<file path="config.mk">
export PLATFORM = sky130hd
export DESIGN_NAME = score_keeper
export DESIGN_NICKNAME = d
export VERILOG_FILES = /design/src/rtl/guitar_pkg.sv /design/src/rtl/combo_counter.sv /design/src/rtl/score_keeper.sv
export SDC_FILE = /design/constraint.sdc
export NUM_CORES = 1
export LEC_CHECK = 0
export ABC_CLOCK_PERIOD_IN_PS = 2000
export BUFFER_PORTS_ARGS = -buffer_cell sky130_fd_sc_hd__buf_2
export CELL_PAD_IN_SITES_DETAIL_PLACEMENT = 0
export CELL_PAD_IN_SITES_GLOBAL_PLACEMENT = 1
export CORE_UTILIZATION = 33
export CTS_CLUSTER_SIZE = 8
export DETAILED_ROUTE_END_ITERATION = 12
export HOLD_SLACK_MARGIN = 0.08
export PLACE_DENSITY_LB_ADDON = 0.12
export SYNTH_ARGS = -nofsm -noshare
export SYNTH_HDL_FRONTEND = slang
export SYNTH_SLANG_ARGS = --single-unit
</file>
<file path="constraint.sdc">
create_clock -name clk -period 2 [get_ports clk]
set_clock_uncertainty 0.1 [all_clocks]
set_input_delay 0.1 -clock clk [delete_from_list [all_inputs] [get_ports clk]]
set_output_delay 0.1 -clock clk [all_outputs]
set_load 0.01 [all_outputs]
</file>
<file path="src/rtl/guitar_pkg.sv">
// Shared game-mode encodings, score FSM states and combo multiplier thresholds.
// Latency: n/a (declarations only). Backpressure: n/a.
// Imported by the score keeper and its combo counter.
package guitar_pkg;

    localparam logic [2:0] MODE_PLAY   = 3'b100;
    localparam logic [2:0] MODE_FINISH = 3'b101;

    typedef enum logic [1:0] {
        S_IDLE,
        S_PLAY,
        S_DONE
    } score_state_t;

    // Combo value at which each multiplier step begins.
    localparam int MULT_TH_X2 = 4;
    localparam int MULT_TH_X3 = 8;
    localparam int MULT_TH_X4 = 16;

endpackage

</file>
<file path="src/rtl/combo_counter.sv">
// Saturating combo streak register plus a points multiplier (COMBO_MULT_EN selects the table, else 1).
// Latency: combo updates one cycle after inc/clr; mult is combinational from the current combo.
// Backpressure: none; inc/clr are accepted every cycle, clr wins over inc.
module combo_counter
    import guitar_pkg::*;
#(
    parameter int COMBO_W = 5
) (
    input  logic               clk,
    input  logic               rst,
    input  logic               inc,
    input  logic               clr,
    output logic [COMBO_W-1:0] combo,
    output logic [2:0]         mult
);

    always_ff @(posedge clk) begin
        if (rst) begin
            combo <= '0;
        end else if (clr) begin
            combo <= '0;
        end else if (inc && (combo != {COMBO_W{1'b1}})) begin
            combo <= combo + 1'b1;
        end
    end

`ifdef COMBO_MULT_EN
    always_comb begin
        mult = 3'd1;
        if (int'(combo) >= MULT_TH_X4) begin
            mult = 3'd4;
        end else if (int'(combo) >= MULT_TH_X3) begin
            mult = 3'd3;
        end else if (int'(combo) >= MULT_TH_X2) begin
            mult = 3'd2;
        end
    end
`else
    assign mult = 3'd1;
`endif

endmodule

</file>
<file path="src/rtl/score_keeper.sv">
// Counts hits/misses during PLAY into a saturating score and combo; build option COMBO_MULT_EN scales points by combo.
// Latency: a judgement in cycle N shows on score/combo in cycle N+1; score_done pulses the cycle after PLAY->FINISH.
// Backpressure: none; hit/miss pulses are consumed or ignored in the cycle they arrive.
module score_keeper
    import guitar_pkg::*;
#(
    parameter int SCORE_W = 4,
    parameter int COMBO_W = 5
) (
    input  logic               clk,
    input  logic               rst,
    input  logic [2:0]         mode,
    input  logic               hit,
    input  logic               miss,
    output logic [SCORE_W-1:0] score,
    output logic [COMBO_W-1:0] combo,
    output logic               score_done
);

    score_state_t       state;
    logic               mode_play;
    logic               mode_finish;
    logic               judge;
    logic               hit_j;
    logic               miss_j;
    logic               entry;
    logic [2:0]         mult;
    logic [SCORE_W:0]   sum;
    logic [SCORE_W-1:0] score_sat;

    assign mode_play   = (mode == MODE_PLAY);
    assign mode_finish = (mode == MODE_FINISH);

    // Entry cycle is still IDLE/DONE, so judgements only count once settled in PLAY.
    assign judge  = (state == S_PLAY) && mode_play;
    assign hit_j  = judge && hit && !miss;
    assign miss_j = judge && miss;
    assign entry  = (state != S_PLAY) && mode_play;

    combo_counter #(
        .COMBO_W(COMBO_W)
    ) u_combo (
        .clk   (clk),
        .rst   (rst),
        .inc   (hit_j),
        .clr   (miss_j || entry),
        .combo (combo),
        .mult  (mult)
    );

    // One extra bit catches overflow; clamp to all-ones.
    assign sum       = {1'b0, score} + (SCORE_W+1)'(mult);
    assign score_sat = sum[SCORE_W] ? {SCORE_W{1'b1}} : sum[SCORE_W-1:0];

    always_ff @(posedge clk) begin
        if (rst) begin
            state      <= S_IDLE;
            score      <= '0;
            score_done <= 1'b0;
        end else begin
            score_done <= 1'b0;
            case (state)
                S_IDLE: begin
                    if (mode_play) begin
                        state <= S_PLAY;
                        score <= '0;
                    end
                end
                S_PLAY: begin
                    if (mode_finish) begin
                        state      <= S_DONE;
                        score_done <= 1'b1;
                    end else if (!mode_play) begin
                        state <= S_IDLE;
                    end else if (hit_j) begin
                        score <= score_sat;
                    end
                end
                S_DONE: begin
                    if (mode_play) begin
                        state <= S_PLAY;
                        score <= '0;
                    end else if (!mode_finish) begin
                        state <= S_IDLE;
                    end
                end
                default: state <= S_IDLE;
            endcase
        end
    end

endmodule

</file>
**Word level (Yosys, flattened, before mapping)**

Cells that the tools add are included.

- Equal/unequal tests: 13
- Muxes and demuxes: 13
- Bitwise logic cells: 1
- Reduce and logical (&&, ||, !) cells: 15
- Add/subtract/negate cells: 2

Operators by type and width:

| operator | count |
|---|---|
| $mux W4 | 5 |
| $mux W2 | 5 |
| $pmux W4 S2 | 1 |
| $eq A3 B3 Y1 const B | 2 |
| $logic_and A1 B1 Y1 | 6 |
| $ne A2 B1 Y1 const B | 3 |
| $ne A2 B2 Y1 const B | 3 |
| $ne A3 B3 Y1 const B | 2 |
| $pmux W2 S3 | 1 |
| $reduce_or A2 Y1 | 3 |
| $add A4 B1 Y5 const B | 1 |
| $add A5 B1 Y5 const B | 1 |
| $ne A5 B5 Y1 const B | 1 |
| $reduce_and A5 Y1 | 1 |
| $reduce_and A3 Y1 | 1 |
| $eq A2 B1 Y1 const B | 1 |
| $eq A2 B2 Y1 const B | 1 |
| $logic_not A2 Y1 | 1 |
| $reduce_bool A2 Y1 | 1 |
| $logic_not A1 Y1 | 1 |
| $logic_or A1 B1 Y1 | 1 |
| $mux W1 | 1 |
| $not A1 Y1 | 1 |

- Register bits after elaboration: 12
- Logic and storage cells: 48

**Logic depth before layout (Yosys ltp)**

Gate-level depths: netlist of the first run.

- Depth after elaboration: 8
- Mapped depth: 6
- Mapped depth without buffers: 6

**Modules after synthesis**

A second synthesis of the first run with hierarchy kept.

- Cells, all modules: 74
- Area total of the unflattened synthesis: 675.6 µm²

By module, submodules not included:

| module | cells each | area an instance (µm²) | sequential area each (µm²) | times used |
|---|---|---|---|---|
| score_keeper | 43 | 406.6 | 140.1 | 1 |
| combo_counter | 31 | 269.0 | 100.1 | 1 |

**Least setup slack after synthesis of the first run**

Ideal clock, no wire load.

- Path kind: reg-to-reg
- Start: reg u_combo.combo[0]
- End: reg u_combo.combo[3]
- Path slack: -15 ps
- Period minus slack after synthesis: 2,015 ps
- Stages on the path, launching flop included: 7
- Data arrival time: 1,784 ps
- Cell sequence: dfxtp_1 > ha_1 > and3_1 > ha_1 > nor4b_1 > a31o_2 > a21oi_1

- Word-level cells in the longest chain between the ends: 2
- Elaborated cells on any way between the ends: 3
- Classes of those cells: add/sub (1); eq/ne (1); reduce/logical (1)

Ends and longest elaborated chain:

| element | line | text |
|---|---|---|
| start, declared | combo_counter.sv:13 | `output logic [COMBO_W-1:0] combo,` |
| start signal, assigned | combo_counter.sv:23 | `combo <= combo + 1'b1;` |
| parallel branches: the longest is 2 deep, another holds $add A5 B1 Y5 | - |  |

Parallel ways; which one is timed is not known.
A chain may end at the register's enable or synchronous reset.

**Worst setup path in the final report of the first run**

- Start: reg u_combo.combo[0]
- End: reg u_combo.combo[0]

The elaborated chain is that of the path after synthesis.

==> results.md, run 1 <==
Route:
- Dividing the detail-routed wire length by the instance count gives 12.60 microns.
- In the routed layout, each cell is associated on average with a via count of 5.327.
- The detailed router placed 602 vias in this run.
- The first detailed-routing pass ran for 3 iterations.
- The post-route antenna net violation count is 0.
- The total wire length is 1424 microns.
- After detailed routing, the number of remaining DRC violations is 0.
- The initial detailed-routing violation count is 16.

Clock network:
- The clock-pin slew of the registers on the worst-case setup and hold paths is 70 ps.
- Counting every sink on the clock net gives 12.
- The post-CTS setup-driven buffer insertion count is 0.
- The number of gates given a new drive strength after cts is 0.
- The latest clock arrival within the worst-skew pair is around 270 ps.
- CTS placed an instance of sky130_fd_sc_hd__clkbuf_4 at the clock tree root.
- In this run the number of H-tree levels came out at 1.
- In this run, CTS created clock tree buffers numbering 3.
- The worst-case clock buffer depth is 2.
- TritonCTS built the clock tree.
- Hold repair after CTS inserted 3 buffers.

Finish:
- The fraction of layout cells with a size suffix above 1 is 29.55%.
- The finished layout holds between 100 and 150 standard cells, fillers aside.
- The layout net count is 100.
- The final standard cell utilization of the core is 45.75%.
- The number of fill cells in the layout is around 180.
- Registers take 240.2 sq um.
- The design area is roughly 800 sq um.
- The repair_antennas step left the layout with diodes totalling 0.
- The most frequent standard cell in the layout excluding fill and tap cells is sky130_fd_sc_hd__buf_2.
- The area growth from synthesis to layout is 26.11%.
- The area of the multi-input gates is 389.1 sq um.
- The library cells used most frequently in the layout, excluding fill and tap cells, are 16 x sky130_fd_sc_hd__buf_2, 12 x sky130_fd_sc_hd__dfxtp_1, 7 x sky130_fd_sc_hd__a21oi_1.

Place:
- After detailed placement, the design holds a cell count of 107.
- In this run the cell area measured after placement is 763.2 sq um.
- Detailed placement ended at an HPWL of about 1000 microns.
- The pre-CTS setup slack is ~160 ps.
- The number of buffers inserted by port buffering is 16.
- Routability-driven placement finished with a final weighted congestion of 0.7210.

STA:
- Setup repair after global routing left no endpoint under its margin.
- The post-route minimum period is 1851 ps.
- In the post-route analysis, the smallest setup slack over all paths is approximately 150 ps.
- Setup violations remaining at the end of the flow were counted as 0.
- The summed negative setup slack over all endpoints is 0 ps.
- The max-slew headroom at the worst pin is 73.00%.
- The number of failing hold endpoints at the final stage is 0.
- Derived from the worst setup path, the maximum achievable clock frequency is between 500 and 600 MHz.
- The final period utilization is 92.54%.
- For the pin with the worst max-slew slack, the measured transition is 404.2 ps.
- The number of max-slew violations in the final report is 0.

Power and ir drop:
- For this design the total switching power over the nets is 93.65 uW.
- In this run the power density over the cells is about 520 mW/mm^2.
- The internal portion of total power is 327.9 uW.
- IR analysis of the VDD net gives a maximum drop of 0.3644 mV.
- The switching share of total power is between 20% and 30%.
- The share of total power in sequential cells is 57.3%.
- The static leakage is 0.0003285 uW.
- The proportion of power drawn by combinational gates is 8.6%.
- In this run, the clock network consumes around 34% of the power.

Worst setup path:
- Walking the worst path, the cells encountered are ha_1 > and3_1 > ha_1 > or4_1 > a21oi_1.
- The startpoint type of the worst setup path is a register.
- The largest stage delay on the critical path is 530 ps.
- At the worst endpoint, the required time is 2100 ps.
- The kind of cell adding the most delay to the critical path is simple AND/OR/NAND/NOR gates.
- By instance count, the cell type seen most on the critical path is sky130_fd_sc_hd__ha_1.
- The data arrival at the endpoint of the critical path is 1950 ps.
- STA classifies the critical path endpoint as a register.
- The critical path contains buffers and inverters numbering 0 combined.
- The largest fanout of any net on the critical path is 6.
- The master of the slowest instance on the critical path is sky130_fd_sc_hd__or4_1.
- The setup path with the least slack is of type register to register.

Yosys:
- The cell count after synthesis is 67.
- Summing the sequential cell areas from Yosys gives 37.14% of the chip area.
- The share of async-settable or async-resettable flops after synthesis is 0%.
- After synthesis the netlist holds a flip-flop and latch count of 12.
- For this run, the leading register cell type out of synthesis is sky130_fd_sc_hd__dfxtp_1.
- When the netlist entered floorplanning its net count stood at 77.
- Summing every instance area after synthesis gives between 600 and 700 sq um.
- The number of distinct standard cells referenced by the synthesized netlist is 29.
- The Yosys warning count is 0.
- Counting flops with a built-in enable in the synthesized netlist gives 0.
- The average footprint of a synthesized cell is a little under 10 sq um.

Job:
- Max-cap violations in this run came to 0.

Floorplan:
- The number of rows in the core area is 15.
- The die covers 0.002141 sq mm.
- The initial core utilization is 36.28%.
- The number of I/O pins is 17.
- In this run the standard cell core region covers 0.001783 sq mm.
- The height of the die is 46.28 microns.
- The die outline width is 46.28 microns.

Global routing:
- Entering global routing, the biggest net connects 14 pins.
- The via count of the first global-routing pass was between 500 and 600.
- The first-pass GRT wire length is 2346 microns.
- The number of antenna violations at the first check in global routing is 0.
- The overall overflow remaining after global route is 0.
- Global routing used 15.73% of the available tracks.

Hold path:
- The worst hold path belongs to the class input pin to register.

Status:
- The run finished with clean final reports.
==> sequential cells by signal, indices dropped and copies added, names as in the netlist <==
register       flops
u_combo.combo      5
score              4
state              2
score_done         1
==> cells in the mapped netlist (all sizes together), types with 2 or more instances <==
master   instances  share of area, %
and3             3               2.9
dfxtp           12                37
o21ai            2               1.5
o31ai            3               3.5
a21oi            7               5.4
or3b             2               3.5
nor3b            2               2.3
inv              4               2.3
a2111o           2               3.5
o21bai           2               2.3
nand4bb          2               3.5
nand3            3               2.3
mux2i            2               3.1
o41ai            3               4.1
ha               3               5.8
nand2b           2               1.9
==> worst register-to-register path, delay by kind of cell, from the launching register on <==
family / cells / cell delay (ps)
AOI/OAI and AO/OA: 1 / 150
adders and majority gates: 2 / 480
DFF: 1 / 340
and+or+nand+nor: 2 / 720
==> through the flow <==
stage | power, uW | hold WS (ps)
2_1_floorplan | 265.1 | 78.47
3_3_place_gp | 279.5 | 265.5
3_5_place_dp | 279.7 | 274.0
4_1_cts | 433.5 | 159.1
5_1_grt | 446.0 | 179.2
6_report | 421.5 | 169.6
==> layer usage <==
layer  wire, microns  vias up  global-route usage [%]
met5               0        -                       0
met4              12        0                   5.294
met3              56        2                   5.882
met2             613       14                   25.35
met1             741      279                   19.06
li1                -      307                       -
==> cell families (layout without fill, tap and decap cells) <==
family          Yosys count  after routing  synth area share, %
compound gates           22             22                24.18
xor+xnor                  1              1                1.354
fa+ha+maj                 3              3                5.803
buf+inv                   6             27                3.673
flops                    12             12                37.14
mux                       2              2                3.095
simple gates             21             21                24.76
==> worst paths after layout <==
kind                                       from                       endpoint  slack (ps)  cells after the start
hold / removal                          mode[0]          state[0]$_SDFFE_PP0P_         170                      3
setup reg to reg  u_combo.combo[0]$_SDFFE_PP0P_  u_combo.combo[0]$_SDFFE_PP0P_         150                      5
setup / recovery  u_combo.combo[0]$_SDFFE_PP0P_  u_combo.combo[0]$_SDFFE_PP0P_         150                      5
hold reg to reg   u_combo.combo[4]$_SDFFE_PP0P_  u_combo.combo[4]$_SDFFE_PP0P_         410                      2
==> cell type report <==
| cell class | count | share of cell area (%) |
|---|---|---|
| clock buffer | 3 | 2.761 |
| inverter | 4 | 1.840 |
| multi-input combinational | 49 | 47.70 |
| sequential | 12 | 29.45 |
| tap | 25 | 3.834 |
| timing repair buffer | 20 | 14.42 |
==> power groups by stage <==
stage	Sequential (uW)	Combinational, uW	Clock, uW
after floorplan	246	19.3	0
after global placement	247	32.4	0
after detailed placement	247	32.6	0
after CTS	241	36.6	156
after global routing	242	39.8	164
final	242	36.3	144
No activity file was read; power rests on OpenSTA's default activity.
==> run 2: changes to the inputs <==
--- a/config.mk
+++ b/config.mk
@@ -7,7 +7,7 @@
 export LEC_CHECK = 0
 export ABC_CLOCK_PERIOD_IN_PS = 2000
 export BUFFER_PORTS_ARGS = -buffer_cell sky130_fd_sc_hd__buf_2
-export CELL_PAD_IN_SITES_DETAIL_PLACEMENT = 0
+export CELL_PAD_IN_SITES_DETAIL_PLACEMENT = 1
 export CELL_PAD_IN_SITES_GLOBAL_PLACEMENT = 1
 export CORE_UTILIZATION = 33
 export CTS_CLUSTER_SIZE = 8
==> run 2 against run 1 <==
Clock power rose by 5%. First-iteration DRC count is 88% lower. Global-route usage increased by 1.3 points. Critical path depth rose by 2. Design area increased by 0.31%. Largest power group unchanged. Highest routed layer unchanged.
==> results.md, run 2 (synthesis gave the netlist of run 1 again) <==
Clock network:
- The clock-pin slew of the registers on the worst-case setup and hold paths is 80 ps (was 70 ps).
- The total clock buffers created by CTS was 3 (unchanged).
- The post-CTS setup-driven buffer insertion count is 0 (unchanged).
- The root buffer cell is sky130_fd_sc_hd__clkbuf_4 (unchanged).
- The latest clock arrival within the worst-skew pair is 270 ps (about the same).
- The number of clock sinks seen by CTS came to 12 (unchanged).
- The deepest level of the CTS H-tree is 1 (unchanged).
- The worst-case clock buffer depth is 2 (unchanged).
- The clock tree from TritonCTS is done (unchanged).

Finish:
- The number of flip-flops in the largest register is 5 (unchanged).
- The area growth from synthesis to layout came to 26.50% (was 26.11%).
- The design area is 818.3 sq um (was 815.8 sq um).
- The fraction of layout cells with a size suffix above 1 was 30.68% (was 29.55%).
- The layout net count came to 100 (unchanged).
- The final cell count without fillers is 113 (unchanged).
- Top library cells by usage in the layout, fill and taps aside: 16 x sky130_fd_sc_hd__buf_2, 12 x sky130_fd_sc_hd__dfxtp_1, 7 x sky130_fd_sc_hd__a21oi_1 (unchanged).
- The top register by number of flip-flops is u_combo.combo (unchanged).
- Largest regs: u_combo.combo x5, score x4, state x2 (unchanged).
- The most frequent standard cell in the layout excluding fill and tap cells is sky130_fd_sc_hd__buf_2 (unchanged).
- The number of antenna repair diodes was 0 (unchanged).

Worst setup path:
- The largest fanout of any net on the critical path is 6 (unchanged).
- The data arrival at the endpoint of the critical path is 1930 ps (was 1950 ps).
- The start of the worst register-to-register path is u_combo.combo[0]$_SDFFE_PP0P_ (unchanged).
- The number of cells on the worst reg-to-reg path is 7 (was 5).
- The endpoint required time on the critical path was 2100 ps (about the same).
- The element type at the critical path end was a register (unchanged).
- The startpoint-to-endpoint class of the critical path is register to register (unchanged).
- The worst setup slack for register-to-register paths came to 170 ps (was 150 ps).
- The startpoint type of the worst setup path was a register (unchanged).
- The capturing point of the worst reg2reg path is u_combo.combo[2]$_SDFFE_PP0P_ (was u_combo.combo[0]$_SDFFE_PP0P_).

Power and ir drop:
- The worst voltage drop across the vdd grid came to 0.2891 mV (was 0.3644 mV).
- The switching share of total power was 23.57% (was 22.22%).
- The internal portion of total power is 327.9 uW (about the same).
- The static leakage is 0.0003253 uW (was 0.0003285 uW).
- The switching power of the nets came to 101.1 uW (was 93.65 uW).
- The part of the power in the clock network is 35.2% (was 34.1%).
- The power density relative to cell area is 524.3 mW/mm^2 (was 516.7 mW/mm^2).
- The share of total power in sequential cells is 56.3% (was 57.3%).
- The proportion of power drawn by combinational gates is 8.5% (was 8.6%).

STA:
- The number of failing hold endpoints at the final stage came to 0 (unchanged).
- The summed negative setup slack over all endpoints is 0 ps (unchanged).
- The transition at the pin with the smallest max-transition slack was 422.2 ps (was 404.2 ps).
- The post-route minimum period was 1826 ps (was 1851 ps).
- The tightest hold margin came to 155.3 ps (was 169.6 ps).
- The timing-limited maximum frequency is 547.7 MHz (was 540.3 MHz).
- Unrepaired setup endpoints after global routing: false (unchanged).
- The final period utilization is 91.29% (was 92.54%).
- The number of max-slew violations in the final report was 0 (unchanged).
- The final setup violation count was 0 (unchanged).
- The max-slew headroom at the worst pin was 71.80% (was 73.00%).

Hold path:
- The worst hold path stage count is 3 (unchanged).
- The path category of the worst min-delay check is input pin to register (unchanged).
- The endpoint of the worst hold path is state[0]$_SDFFE_PP0P_ (unchanged).
- The startpoint of the worst hold path is mode[1] (was mode[0]).

Route:
- The total wire length came to 1529 microns (was 1424 microns).
- The total iterations of the first detailed-routing run was 3 (unchanged).
- The DRC violation count after routing is 0 (unchanged).
- The mean routed wirelength per cell is 13.53 microns (was 12.60 microns).
- The number of vias per cell came to 5.442 (was 5.327).
- The routed via count is 615 (was 602).
- The initial detailed-routing violation count is 2 (was 16).
- The post-route antenna net violation count came to 0 (unchanged).

Global routing:
- The largest net degree at the start of global routing came to 14 (unchanged).
- The overall overflow remaining after global route is 0 (unchanged).
- The via count of the first global-routing pass is 563 (was 551).
- The number of antenna violations at the first check in global routing is 0 (unchanged).
- The overall global routing resource usage came to 17.02% (was 15.73%).
- The first-pass GRT wire length is 2518 microns (was 2346 microns).

Floorplan:
- The number of rows in the core area is 15 (unchanged).
- The placeable core area was 0.001783 sq mm (unchanged).
- The height of the die was 46.28 microns (unchanged).
- The die footprint was 0.002141 sq mm (unchanged).
- The initial core utilization is 36.28% (unchanged).
- The number of I/O pins was 17 (unchanged).
- The die outline width is 46.28 microns (unchanged).

Job:
- The total of max-cap violations is 0 (unchanged).

Status:
- Status: finished clean (unchanged).

Place:
- The post-placement cell count came to 107 (unchanged).
- The number of buffers inserted by port buffering is 16 (unchanged).
- The last weighted congestion value of the routability-driven placer is 0.7210 (unchanged).
- The area after detailed placement is 763.2 sq um (unchanged).
- The half-perimeter wire length of the detailed placement result was 1118 microns (was 1043 microns).
==> run 2: changes by cell type in the layout (fill, tap and decap cells not counted) <==
cell                   change
sky130_fd_sc_hd__ha_1      -1
sky130_fd_sc_hd__ha_2      +1
==> run 2: worst max path at each step <==
stage	startpoint	to
2_1_floorplan	u_combo.combo[0]$_SDFFE_PP0P_	u_combo.combo[3]$_SDFFE_PP0P_
3_3_place_gp	u_combo.combo[0]$_SDFFE_PP0P_	u_combo.combo[0]$_SDFFE_PP0P_
3_5_place_dp	u_combo.combo[0]$_SDFFE_PP0P_	u_combo.combo[2]$_SDFFE_PP0P_
4_1_cts	u_combo.combo[0]$_SDFFE_PP0P_	u_combo.combo[2]$_SDFFE_PP0P_
5_1_grt	u_combo.combo[0]$_SDFFE_PP0P_	u_combo.combo[2]$_SDFFE_PP0P_
6_report	u_combo.combo[0]$_SDFFE_PP0P_	u_combo.combo[2]$_SDFFE_PP0P_
==> run 2: critical path, cell delays in order (launching register included) <==
cell                       delay [ps]
sky130_fd_sc_hd__dfxtp_1          350
sky130_fd_sc_hd__ha_1             230
sky130_fd_sc_hd__and3_1           190
sky130_fd_sc_hd__ha_2             210
sky130_fd_sc_hd__nor4b_2          220
sky130_fd_sc_hd__buf_4            170
sky130_fd_sc_hd__nand4b_1         110
sky130_fd_sc_hd__a21oi_1          160
==> run 2: metrics by stage <==
stage	power (uW)	setup slack, ps	util [%]
floorplan	265.1	180.2	-
global placement	279.5	215.7	42.81
detailed placement	279.8	137.4	42.81
CTS	435.4	103.2	45.75
global route	451.6	22.63	45.89
finish	429.0	174.2	45.89
==> run 2: per-layer routing <==
layer,share of wire [%],GRT usage (%),vias to the layer above
li1,-,-,307
met1,51,22.59,290
met2,44,25.63,14
met3,3.5,3.529,4
met4,1.6,8.824,0
met5,0,0,-
==> run 2: power by group through the flow <==
stage          sequential [uW]  clock, uW  combinational, uW
2_1_floorplan              246          0               19.3
3_3_place_gp               247          0               32.4
3_5_place_dp               247          0               32.6
4_1_cts                    241        157               36.5
5_1_grt                    242        170               39.8
6_report                   241        151               36.6
==> run 2: final cells by class <==
cell class	count	area [sq um]
fill	220	964.7
inverter	4	15.01
multi-input combinational	49	391.6
clock buffer	3	22.52
sequential	12	240.2
tap	25	31.28
timing repair buffer	20	117.6
==> run 2: what timing repair did <==
item / 4_1_cts / 5_1_grt
hold buffers: 3 / 0
endpoints found under the setup margin: 0 / 3
endpoints found under the hold margin: 3 / 0
resized for setup: 0 / 1
